==> src/rtl/set_bit_scanner.sv <==
// set_bit_scanner: captures a vector, then streams the index of each set bit,
// one beat per cycle, lowest-first (or highest-first when MSB_FIRST=1).
module set_bit_scanner #(
    parameter int unsigned WIDTH     = 8,
    parameter bit          MSB_FIRST = 1'b0,
    localparam int unsigned POS_W    = $clog2(WIDTH)
) (
    input  logic             clk,
    input  logic             reset,
    input  logic             in_valid,
    output logic             in_ready,
    input  logic [WIDTH-1:0] in_data,
    output logic             out_valid,
    input  logic             out_ready,
    output logic [POS_W-1:0] out_pos,
    output logic             out_last,
    output logic             out_none
);

    typedef enum logic [0:0] {
        ST_IDLE = 1'b0,
        ST_SCAN = 1'b1
    } state_t;

    state_t             r_state;
    state_t             w_state_nxt;
    logic [WIDTH-1:0]   r_work;
    logic [WIDTH-1:0]   w_work_nxt;
    logic [WIDTH-1:0]   w_clr_mask;
    logic               r_in_ready;
    logic               r_out_valid;
    logic [POS_W-1:0]   r_pos;
    logic               r_last;
    logic               r_none;
    logic               w_scan_nxt;
    logic [POS_W-1:0]   w_pos_nxt;
    logic               w_last_nxt;
    logic               w_none_nxt;

    // Index of the set bit to emit first from v (0 when v is all-zero).
    function automatic logic [POS_W-1:0] find_pos(input logic [WIDTH-1:0] v);
        logic [POS_W-1:0] pos;
        pos = '0;
        if (MSB_FIRST) begin
            for (int i = 0; i < int'(WIDTH); i++) begin
                if (v[i]) pos = POS_W'(i);
            end
        end else begin
            for (int i = int'(WIDTH) - 1; i >= 0; i--) begin
                if (v[i]) pos = POS_W'(i);
            end
        end
        return pos;
    endfunction

    // True when exactly one bit of v is set.
    function automatic logic is_onehot(input logic [WIDTH-1:0] v);
        return (v != '0) && ((v & (v - WIDTH'(1))) == '0);
    endfunction

    // Bit of the beat currently on the output, cleared once it is accepted.
    assign w_clr_mask = WIDTH'(1) << r_pos;

    // Next state, next work vector, and the beat that the next state will present.
    always_comb begin
        w_state_nxt = r_state;
        w_work_nxt  = r_work;
        case (r_state)
            ST_IDLE: begin
                if (in_valid) begin
                    w_work_nxt  = in_data;
                    w_state_nxt = ST_SCAN;
                end
            end
            ST_SCAN: begin
                if (out_ready) begin
                    w_work_nxt = r_work & ~w_clr_mask;
                    if (r_last) w_state_nxt = ST_IDLE;
                end
            end
            default: begin
                w_state_nxt = ST_IDLE;
            end
        endcase
        w_scan_nxt = (w_state_nxt == ST_SCAN);
        w_none_nxt = w_scan_nxt && (w_work_nxt == '0);
        w_last_nxt = w_none_nxt || (w_scan_nxt && is_onehot(w_work_nxt));
        w_pos_nxt  = w_scan_nxt ? find_pos(w_work_nxt) : '0;
    end

    // State, work register and registered outputs; reset dominates handshakes.
    always_ff @(posedge clk) begin
        if (reset) begin
            r_state     <= ST_IDLE;
            r_work      <= '0;
            r_in_ready  <= 1'b1;
            r_out_valid <= 1'b0;
            r_pos       <= '0;
            r_last      <= 1'b0;
            r_none      <= 1'b0;
        end else begin
            r_state     <= w_state_nxt;
            r_work      <= w_work_nxt;
            r_in_ready  <= ~w_scan_nxt;
            r_out_valid <= w_scan_nxt;
            r_pos       <= w_pos_nxt;
            r_last      <= w_last_nxt;
            r_none      <= w_none_nxt;
        end
    end

    assign in_ready  = r_in_ready;
    assign out_valid = r_out_valid;
    assign out_pos   = r_pos;
    assign out_last  = r_last;
    assign out_none  = r_none;

endmodule

==> config.mk <==
export PLATFORM = sky130hd
export DESIGN_NAME = set_bit_scanner
export DESIGN_NICKNAME = d
export VERILOG_FILES = /design/src/rtl/set_bit_scanner.sv
export SDC_FILE = /design/constraint.sdc
export NUM_CORES = 1
export LEC_CHECK = 0
export ABC_AREA = 1
export BUFFER_PORTS_ARGS = -buffer_cell sky130_fd_sc_hd__clkbuf_2
export CAP_MARGIN = 20
export CORE_UTILIZATION = 52
export CTS_CLUSTER_DIAMETER = 30
export DETAILED_ROUTE_END_ITERATION = 10
export GPL_ROUTABILITY_DRIVEN = 1
export PLACE_DENSITY = 0.77
export SLEW_MARGIN = 0
export SYNTH_ARGS = -nofsm -noshare
export SYNTH_HDL_FRONTEND = slang
export SYNTH_SLANG_ARGS = --single-unit
==> constraint.sdc <==
create_clock -name clk -period 1.9 [get_ports clk]
set_input_delay 0.285 -clock clk [delete_from_list [all_inputs] [get_ports clk]]
set_output_delay 0.285 -clock clk [all_outputs]
set_load 0.01 [all_outputs]
# == Yosys cells after proc, flatten, opt, wreduce, memory -nomap -nowiden ==
# Index checks and enable logic that the tools add are counted.
# word_totals
register_bits,15
input_bits,12
out_inout_bits,7
elab_cells,39
# classes
n_addsub,1
shift,1
muxes,14
n_bitwise,5
n_reduce_logical,10
# op_table
operator,n
8-bit AND,2
8-bit logical NOT,2
8-bit 2-to-1 mux,2
8-bit case mux with 2 select lines,1
3-bit 2-to-1 mux,4
8-bit inverter,1
8-bit nonzero test,1
"1-bit by 3-bit left shift with 8-bit output, first input constant",1
"8-bit by 1-bit subtractor with 8-bit output, second input constant",1
6-bit OR reduction,1
1-bit 2-to-1 mux,4
2-bit 2-to-1 mux,2
4-bit OR reduction,1
1-bit logical AND,3
3-bit OR reduction,1
1-bit inverter,2
1-bit case mux with 2 select lines,1
1-bit logical OR,1

# == Depth between registers and ports, before layout ==
# Gate-level depths: netlist of run 1.
# logic_depth
ltp_word,12
depth_mapped,12
depth_no_buf,11

# == Worst setup path after synthesis of run 1 ==
# Ideal clock, no wire load.
# synth_timing
path_kind,register to register
start,"register, netlist name out_valid"
end,"register r_pos[2], in the netlist out_pos[2]"
setup_time_ns,0.115
arrival_time_ns,1.291
required_ns,1.785
setup_slack_ns,0.493
stages_incl_launch_ff,10
n_path_buf,1
synth_period_minus_slack_ns,1.407
path_cell_list,dfxtp_1 buf_6 nand2_4 nor2_4 nand2_2 nand2_2 o21ai_2 nor2_4 nand3_1 nor3b_2
# synth_lines
item,line,rtl
end signal: assignment,106,r_pos <= w_pos_nxt;
end: declaration,32,logic [POS_W-1:0] r_pos;

==> run summary, run 1 <==
Net Switching: 0.244 mW
Initial DRT Pass Iterations: 7
H-tree level count: 1
Leak: 0.523 nW
Max IR drop VDD: 0.000554 V
Core area: 1560 um2
Worst Path Required: 2.12 ns
Fill cell count: 161
Netlist cell types: 20
Mapped Avg Cell Area: 6.41 um2
Grt ovf: 0
Initial DRC count: 25
Actual slew at the worst max-slew pin: 0.302 ns
First-pass GRT wire length: 3260 um
Asr flop ratio synth: 0%
CTS root buffer: clkbuf_4
Port-buffer cells: 18
Clk sinks: 15
Tot GR Track Use: 23.0%
Initial Util: 57.1%
Skew final: 0.000758 ns
GP Congestion: 0.898
Max-cap violations: 0
Ports: 19
Clock transition at the registers of the reported paths: 0.08 ns
Cts repair resizes: 0
Clock Latency Late Sink: 0.28 ns
Vias/cell: 5.01
Post-synthesis register bit count: 15
CTS Hold Bufs: 0
Hold Fails Final Rpt: 0
Comb power frac: 28.3%
Post-Syn Area: 891 um2
Crit. End Element: flip-flop
Status: complete, but fails checks
WL per Instance: 10.3 um
Slew HR: 79.8%
Switching Share: 33.0%
Initial antenna violation count: 0
Hold crit path type: in -> reg
Synth Net Count: 151
Detail Route Antenna Nets: 0
TNS Setup: 0 ns
Critical setup path kind: reg -> reg
DPL Wire Length: 1510 um
Setup Viol. Count Final: 0
CP startpoint kind: flip-flop
Power Dens Cells: 725 nW/um2
Slew Viols, Final: 0
F_max: 690 MHz
Area grow syn2layout: 14.5%
Final worst path period share: 76.3%
Crit Path Max Fanout: 13
Die W: 43.4 um
Ant. Diodes: 0
Die height: 43.4 um
Die area: 1880 um2
DRC viols: 4
Synth Warn #: 0
Largest net degree at the start of global routing: 14
Leading area contributor after synthesis: dfxtp_1
Layout cell share with drive strength beyond 1: 27.5%
Final Cell Area: 1020 um2
Clock buffer depth: 2
Seq pwr share: 48.0%
RSZ-0062 raised after global routing: no
Power Internal: 0.495 mW
Most common cell after layout, fill and taps aside: nand2_1
Vias in the first global route: 794
# nets final: 173
Post-Synthesis Cells: 139
Synth Flop Type: dfxtp_1
WL final: 1820 um
WP data arrival: 1.67 ns
CTS buffer count: 3
Commonest cells after routing, fill and taps aside: 44 x nand2_1, 21 x nor2_1, 18 x clkbuf_2
Detailed-route via count: 881
Num rows: 14
Post-CTS Setup Inserts: 0
Post-synth EDFFs: 0
Violated checks: design-rule violations
Seq/Total Area, Yosys: 33.7%
Synth top area cells: dfxtp_1 34%, nand2_1 19%, nor2_1 8.8%, inv_1 6.7%, nor2_4 6.3%
Post-DP Area: 993 um2
CTS tree: yes
Clock group share of total power: 23.6%
Top-area cell type share of the netlist area: 33.7%
Min Tclk post-route: 1.45 ns
[Yosys cell counts, types with 2 or more instances]
master and instances:
inv_2 4, nand2_2 3, a21oi_1 4, o21ai_1 2
nor2_4 5, o21ai_0 2, nand3_1 11, nor2_1 21
inv_1 16, dfxtp_1 15, nand2_1 44, nor2_2 4
[layer usage]
layer / vias to the layer above / wire [um] / GRT usage, %
li1: 463 / - / -
met3: 2 / 49 / 2.50
met2: 18 / 843 / 38.8
met5: - / 0 / 0
met4: 0 / 23 / 7.50
met1: 398 / 899 / 30.9
[sequential cells by signal, summed over array words and instances, names as in the netlist]
signal,count
out_none,1
in_ready,1
out_last,1
out_pos,3
out_valid,1
r_work,8
[path summary, 6_finish.rpt]
kind | cells after the start | slack [ns] | from | endpoint
setup / recovery | 10 | 0.45 | out_valid | out_last
hold / removal | 2 | 0.31 | reset | r_work[0]
setup reg to reg | 10 | 0.45 | out_valid | out_last
hold reg to reg | 2 | 0.51 | r_work[0] | r_work[0]
[per-stage QoR]
step | hold slack (ns) | std cells | utilization (%) | total power [mW] | setup slack [ns]
final | 0.309 | 176 | 65.4 | 0.739 | 0.451
after floorplan | 0.477 | 139 | - | 0.515 | 0.493
after CTS | 0.294 | 176 | 65.4 | 0.745 | 0.454
after global routing | 0.311 | 176 | 65.4 | 0.795 | 0.292
after detailed placement | 0.502 | 172 | 63.7 | 0.570 | 0.458
after global placement | 0.501 | 172 | 63.7 | 0.566 | 0.472
[final cells by class]
cell class | count | area, um2 | area share, %
clock buffer | 4 | 26.3 | 2.58
inverter | 20 | 75.1 | 7.36
multi-input combinational | 102 | 500 | 49.1
sequential | 15 | 300 | 29.4
tap | 16 | 20.0 | 1.96
timing repair buffer | 19 | 97.6 | 9.57
[power groups by stage]
stage                     registers [mW]  logic, mW  clock network, mW
final                              0.355      0.209              0.175
after global routing               0.358      0.238              0.199
after CTS                          0.355      0.209              0.182
after detailed placement           0.362      0.208                  0
after global placement             0.361      0.205                  0
after floorplan                    0.368      0.147                  0
[cells by family (layout without fill, tap and decap cells)]
kind of cell	Yosys count	in the layout	synth area share, %
AND/OR/NAND/NOR	92	92	49.7
AO/OA/AOI/OAI	10	10	6.46
flip-flops	15	15	33.7
buffers and inverters	22	43	10.1
[worst max-delay path: stages (launching register included)]
cell and delay (ns):
dfxtp_1 0.30, buf_4 0.19, nor2_4 0.21, nand2_1 0.07, o21ai_1 0.07, nor2_1 0.10, nor2_2 0.17, nand3_1 0.09
nand2_1 0.06, nand2_1 0.04, nor2_1 0.08
No activity file was read; power rests on OpenSTA's default activity.
==> run 2, diff against run 1 <==
ABC_AREA = 0   (was 1)
clock period = 1.4 ns   (was 1.9 ns; I/O delays follow)
==> run 2 against run 1 <==
- the run ends with negative setup slack left
- design area up 24%
- synthesized area down 0.42%
- total power up 57%
- global-route usage up 7.1 points
- clock skew up 0.0062 ns
- sequential power up 42%
- non-clock buffer count up 19
- clock-buffer cell count unchanged
- sequential cell count unchanged
- critical path depth down 5
- critical path type unchanged
- largest power group unchanged
==> run summary, run 2 <==
Status: complete, but fails checks
Violated checks: negative setup slack
Die area: 1880 um2
Post-synth EDFFs: 0
Seq pwr share: 43.4%
Post-Synthesis Cells: 99
Reg2reg path depth: 5
Power Dens Cells: 914 nW/um2
Post-Layout Cell Count: 153
WL final: 2630 um
Slew Viols, Final: 0
Core area: 1540 um2
# nets final: 150
Placed cell count: 147
Asr flop ratio synth: 0%
Ant. Diodes: 0
Initial DRT Pass Iterations: 4
TNS Setup: -0.303 ns
Clk sinks: 15
WL per Instance: 17.2 um
F_max: 667 MHz
Largest net degree at the start of global routing: 16
Synth Warn #: 0
H-tree level count: 1
Skew final: 0.00691 ns
DRC viols: 0
Comb power frac: 34.5%
Initial antenna violation count: 0
Seq/Total Area, Yosys: 33.9%
Setup Viol. Count Final: 5
Max-cap violations: 0
Tot GR Track Use: 30.1%
Top-area cell type share of the netlist area: 33.9%
CTS root buffer: clkbuf_4
Setup ws final: -0.100 ns
Met2 GRT Util: 51.9%
Crit Path Max Fanout: 8
Setup crit end: out_pos[0]
CP startpoint kind: flip-flop
CTS buffer count: 3
CTS tree: yes
Detail Route Antenna Nets: 0
Worst Path Required: 1.61 ns
Die W: 43.3 um
Ports: 19
RR Endpoint: out_pos[0]
Met1 Usage GRT: 38.4%
Clock buffer depth: 2
Switching Share: 33.4%
Synth Net Count: 111
Max FFs per register: 8
Die height: 43.3 um
Clock group share of total power: 22.1%
Synth top area cells: dfxtp_1 34%, mux2i_1 4.5%, nor2_1 4.2%, nand2_1 3.4%, o211ai_1 3.4%
Family with the most delay on the worst path: simple AND/OR/NAND/NOR gates
Area grow syn2layout: 42.9%
Netlist cell types: 45
WP data arrival: 1.71 ns
Dpl ws: -0.129 ns
GP Congestion: 0.873
Cell with the most instances after synthesis: dfxtp_1
CTS Hold Bufs: 0
Clock Latency Late Sink: 0.28 ns
Max IR drop VDD: 0.000628 V
Port-buffer cells: 18
Actual slew at the worst max-slew pin: 0.496 ns
Grt ovf: 0
Synth Flop Type: dfxtp_1
Met3 Track Usage GR: 4.26%
Initial Util: 57.5%
DPL Wire Length: 1760 um
GRT Max-Usage Layer: met2
Most common cell after layout, fill and taps aside: clkbuf_2
Stages on worst setup path: 5
Hold Fails Final Rpt: 0
First-pass GRT wire length: 4240 um
Post-synthesis register bit count: 15
RSZ-0062 raised after global routing: yes
Clock transition at the registers of the reported paths: 0.09 ns
Largest Register: r_work
Post-Syn Area: 887 um2
Fill cell count: 100
Detailed-route via count: 991
Num rows: 14
Vias/cell: 6.48
Final worst path period share: 107%
CP peak stage delay: 0.38 ns
Net Switching: 0.387 mW
Crit path max-delay cell type: dfxtp_4
Crit-path cells: and2b_4, mux2_4, nand4_1, o311ai_2, a21oi_1
R2r startpoint: out_valid
Hold crit path type: in -> reg
Top post-synthesis cells by count: 15 x dfxtp_1, 10 x nor2_1, 8 x nand2_1
Min Tclk post-route: 1.50 ns
Leak: 0.521 nW
Slew HR: 66.7%
Critical path origin: out_valid
Crit. End Element: flip-flop
Mapped Avg Cell Area: 8.96 um2
Power Internal: 0.772 mW
Critical setup path kind: reg -> reg
Layout cell share with drive strength beyond 1: 47.4%
Leading area contributor after synthesis: dfxtp_1
Vias in the first global route: 939
Initial DRC count: 47
Worst reg-to-reg setup slack: -0.10 ns
Commonest cells after routing, fill and taps aside: 18 x clkbuf_2, 17 x buf_4, 10 x nor2_1, 10 x dfxtp_1, 7 x nand2_1
Buf+Inv Stages, Crit Path: 0
==> run 2: power groups by stage <==
stage                     clock (mW)  sequential (mW)  combinational (mW)
after floorplan                    0            0.508               0.190
after global placement             0            0.502               0.318
after detailed placement           0            0.504               0.326
after CTS                      0.255            0.497               0.373
after global routing           0.270            0.507               0.432
final                          0.256            0.503               0.400
==> run 2: area by class of cell <==
cell class / count / area, um2 / share of cell area (%)
timing repair buffer: 38 / 251 / 19.8
tap: 16 / 20.0 / 1.58
clock buffer: 4 / 26.3 / 2.07
multi-input combinational: 77 / 642 / 50.6
sequential: 15 / 317 / 25.0
inverter: 3 / 11.3 / 0.888
==> run 2: worst min path at each step <==
stage          startpoint          to  cells after the start
3_3_place_gp        reset   out_valid                      2
4_1_cts             reset   out_valid                      3
5_1_grt             reset   out_valid                      3
3_5_place_dp        reset   out_valid                      2
6_report       in_data[0]  out_pos[0]                      4
2_1_floorplan   out_ready   out_valid                      1
==> run 2: stage by stage <==
| step | hold WS (ns) | area (um2) | utilization, % | total power, mW |
|---|---|---|---|---|
| after floorplan | 0.366 | 895 | - | 0.698 |
| after global placement | 0.439 | 1110 | 72.2 | 0.821 |
| after detailed placement | 0.436 | 1110 | 72.2 | 0.830 |
| after CTS | 0.242 | 1230 | 79.5 | 1.13 |
| after global routing | 0.252 | 1270 | 82.2 | 1.21 |
| final | 0.249 | 1270 | 82.2 | 1.16 |
==> run 2: repair_timing <==
action                                  in CTS  in global routing
setup buffers                                2                  0
gates resized for setup                     17                  9
endpoints found under the setup margin       5                  6
pin swaps                                    8                 12
cloned                                       0                  0
==> run 2: worst register-to-register path: stages (launching register included) <==
cell	delay [ns]
dfxtp_4	0.38
and2b_4	0.32
mux2_4	0.33
nand4_1	0.12
o311ai_2	0.13
a21oi_1	0.15
==> run 2: cells by family (layout without fill, tap and decap cells) <==
kind of cell	Yosys count	count (layout)	share of synthesized area [%]
AO/OA/AOI/OAI	29	29	26.9
AND/OR/NAND/NOR	42	42	27.4
multiplexers	6	6	7.47
buffers and inverters	7	45	4.37
flip-flops	15	15	33.9
==> run 2: per-layer routing <==
| layer | wire length [um] | vias up |
|---|---|---|
| met5 | 0 | - |
| met4 | 94 | 0 |
| met3 | 216 | 17 |
| met2 | 1300 | 59 |
| met1 | 1020 | 451 |
| li1 | - | 464 |
==> run 3, diff against run 2 <==
--- a/config.mk
+++ b/config.mk
@@ -9,3 +9,2 @@
 export BUFFER_PORTS_ARGS = -buffer_cell sky130_fd_sc_hd__clkbuf_2
-export CAP_MARGIN = 20
 export CORE_UTILIZATION = 52
@@ -15,2 +14,3 @@
 export PLACE_DENSITY = 0.77
+export SKIP_LAST_GASP = 1
 export SLEW_MARGIN = 0
==> constraint.sdc (replaced) <==
create_clock -name clk -period 1.4 [get_ports clk]
set_input_delay 0.14 -clock clk [delete_from_list [all_inputs] [get_ports clk]]
set_output_delay 0.14 -clock clk [all_outputs]
set_load 0.01 [all_outputs]
==> run 3 against run 2 <==
- the flow still finishes with violations (negative setup slack)
- sequential share of layout area increased by 0.17 points
- clock power grew 2%
- first-iteration DRC count fell by 2.1%
- die area is the same
- sequential power is essentially flat
- register-to-register slack worse by 0.05 ns
- combinational power about the same
- global-route usage down 0.078 points
- critical path type unchanged
==> run summary, run 3 (synthesis results as in run 2) <==
Status: complete, but fails checks
Violated checks: negative setup slack
Power Dens Cells: 928 nW/um2
Post-Layout Cell Count: 153
Grt ovf: 0
Core area: 1540 um2
DRC viols: 0
Skew final: 0.00421 ns
Placed cell count: 148
Actual slew at the worst max-slew pin: 0.490 ns
Slew Viols, Final: 0
Initial DRC count: 46
Hold Fails Final Rpt: 0
Clk sinks: 15
R2r startpoint: out_pos[2]
Critical path origin: out_pos[2]
Final worst path period share: 111%
Stages on worst setup path: 5
Port-buffer cells: 18
Crit Path Max Fanout: 6
GP Congestion: 0.840
CP startpoint kind: flip-flop
Max IR drop VDD: 0.000925 V
Clock Latency Late Sink: 0.29 ns
First-pass GRT wire length: 4140 um
Detail Route Antenna Nets: 0
Setup Viol. Count Final: 5
Most common cell after layout, fill and taps aside: clkbuf_2
Initial DRT Pass Iterations: 4
Buf+Inv Stages, Crit Path: 0
DPL Wire Length: 1960 um
Hold crit path type: in -> reg
Leak: 0.517 nW
Setup ws final: -0.149 ns
Commonest cells after routing, fill and taps aside: 18 x clkbuf_2, 17 x buf_4, 11 x dfxtp_1
Ports: 19
Crit path max-delay cell type: dfxtp_4
CP peak stage delay: 0.40 ns
RSZ-0062 raised after global routing: yes
Area grow syn2layout: 41.3%
WL final: 2850 um
Family with the most delay on the worst path: compound AO/OA/AOI/OAI gates
Die height: 43.3 um
WP data arrival: 1.76 ns
Tot GR Track Use: 30.0%
Multi-input gate area: 617 um2
Worst reg-to-reg setup slack: -0.15 ns
Critical setup path kind: reg -> reg
Clock transition at the registers of the reported paths: 0.10 ns
Vias/cell: 6.58
Die area: 1880 um2
Die W: 43.3 um
# nets final: 150
CTS Hold Bufs: 0
Max FFs per register: 8
Largest Register: r_work
Max-cap violations: 0
Initial Util: 57.5%
H-tree level count: 1
Setup crit end: out_last
Reg2reg path depth: 5
Fill cell count: 93
TNS Setup: -0.452 ns
Detailed-route via count: 1006
WL per Instance: 18.7 um
Largest net degree at the start of global routing: 16
Initial antenna violation count: 0
CTS tree: yes
CTS root buffer: clkbuf_4
F_max: 646 MHz
Dpl ws: -0.208 ns
Ant. Diodes: 0
CTS buffer count: 3
RR Endpoint: out_last
Num rows: 14
Crit-path cells: nand4_1, o221ai_4, o221a_2, o211ai_1, a31oi_1
Min Tclk post-route: 1.55 ns
Vias in the first global route: 921
Layout cell share with drive strength beyond 1: 46.7%
Worst Path Required: 1.61 ns
Clock buffer depth: 2
Slew HR: 67.2%
Hold slack: 0.183 ns
FF+latch area: 315 um2
Crit. End Element: flip-flop
Post-layout power: 1.16 mW
[run 3: power by group]
part,total (mW),internal [mW],switching [mW],leakage (nW)
clock,0.260,0.109,0.151,0.0139
sequential,0.501,0.460,0.0411,0.126
combinational,0.402,0.201,0.202,0.377
total,1.16,0.769,0.394,0.517
[run 3: cell type report]
cell class,count,area share [%]
timing repair buffer,38,20.8
sequential,15,25.1
multi-input combinational,77,49.2
clock buffer,3,1.80
tap,16,1.60
clock inverter,1,0.599
inverter,3,0.898
[run 3: timing repair]
| action | CTS | global route |
|---|---|---|
| buffers inserted | 0 | 1 |
| gates resized for setup | 6 | 14 |
| gates cloned | 0 | 0 |
| endpoints found under the setup margin | 6 | 7 |
| pin swaps | 4 | 6 |
[run 3: how the worst min path moves through the flow]
stage,endpoint,slack (ns),cells past startpoint,from
floorplan,out_valid,0.30,1,out_ready
global placement,out_valid,0.37,2,reset
detailed placement,out_valid,0.37,2,reset
CTS,out_valid,0.06,2,reset
global route,out_valid,0.16,3,reset
finish,out_valid,0.18,3,reset
[run 3: metal layers]
metal	vias up	GRT usage, %	share of wire (%)
met5	-	0	0
met4	0	11.5	4.2
met3	19	8.09	8.5
met2	60	50.4	50
met1	467	36.3	37
li1	460	-	-
[run 3: worst min-delay path, stage by stage]
cell and delay (ns):
clkbuf_2 0.11, a311oi_2 0.04, buf_4 0.14
[run 3: through the flow]
stage | instance area, um2 | util (%)
floorplan | 895 | -
global placement | 1130 | 73.5
detailed placement | 1130 | 73.5
CTS | 1190 | 77.3
global route | 1250 | 81.3
finish | 1250 | 81.3
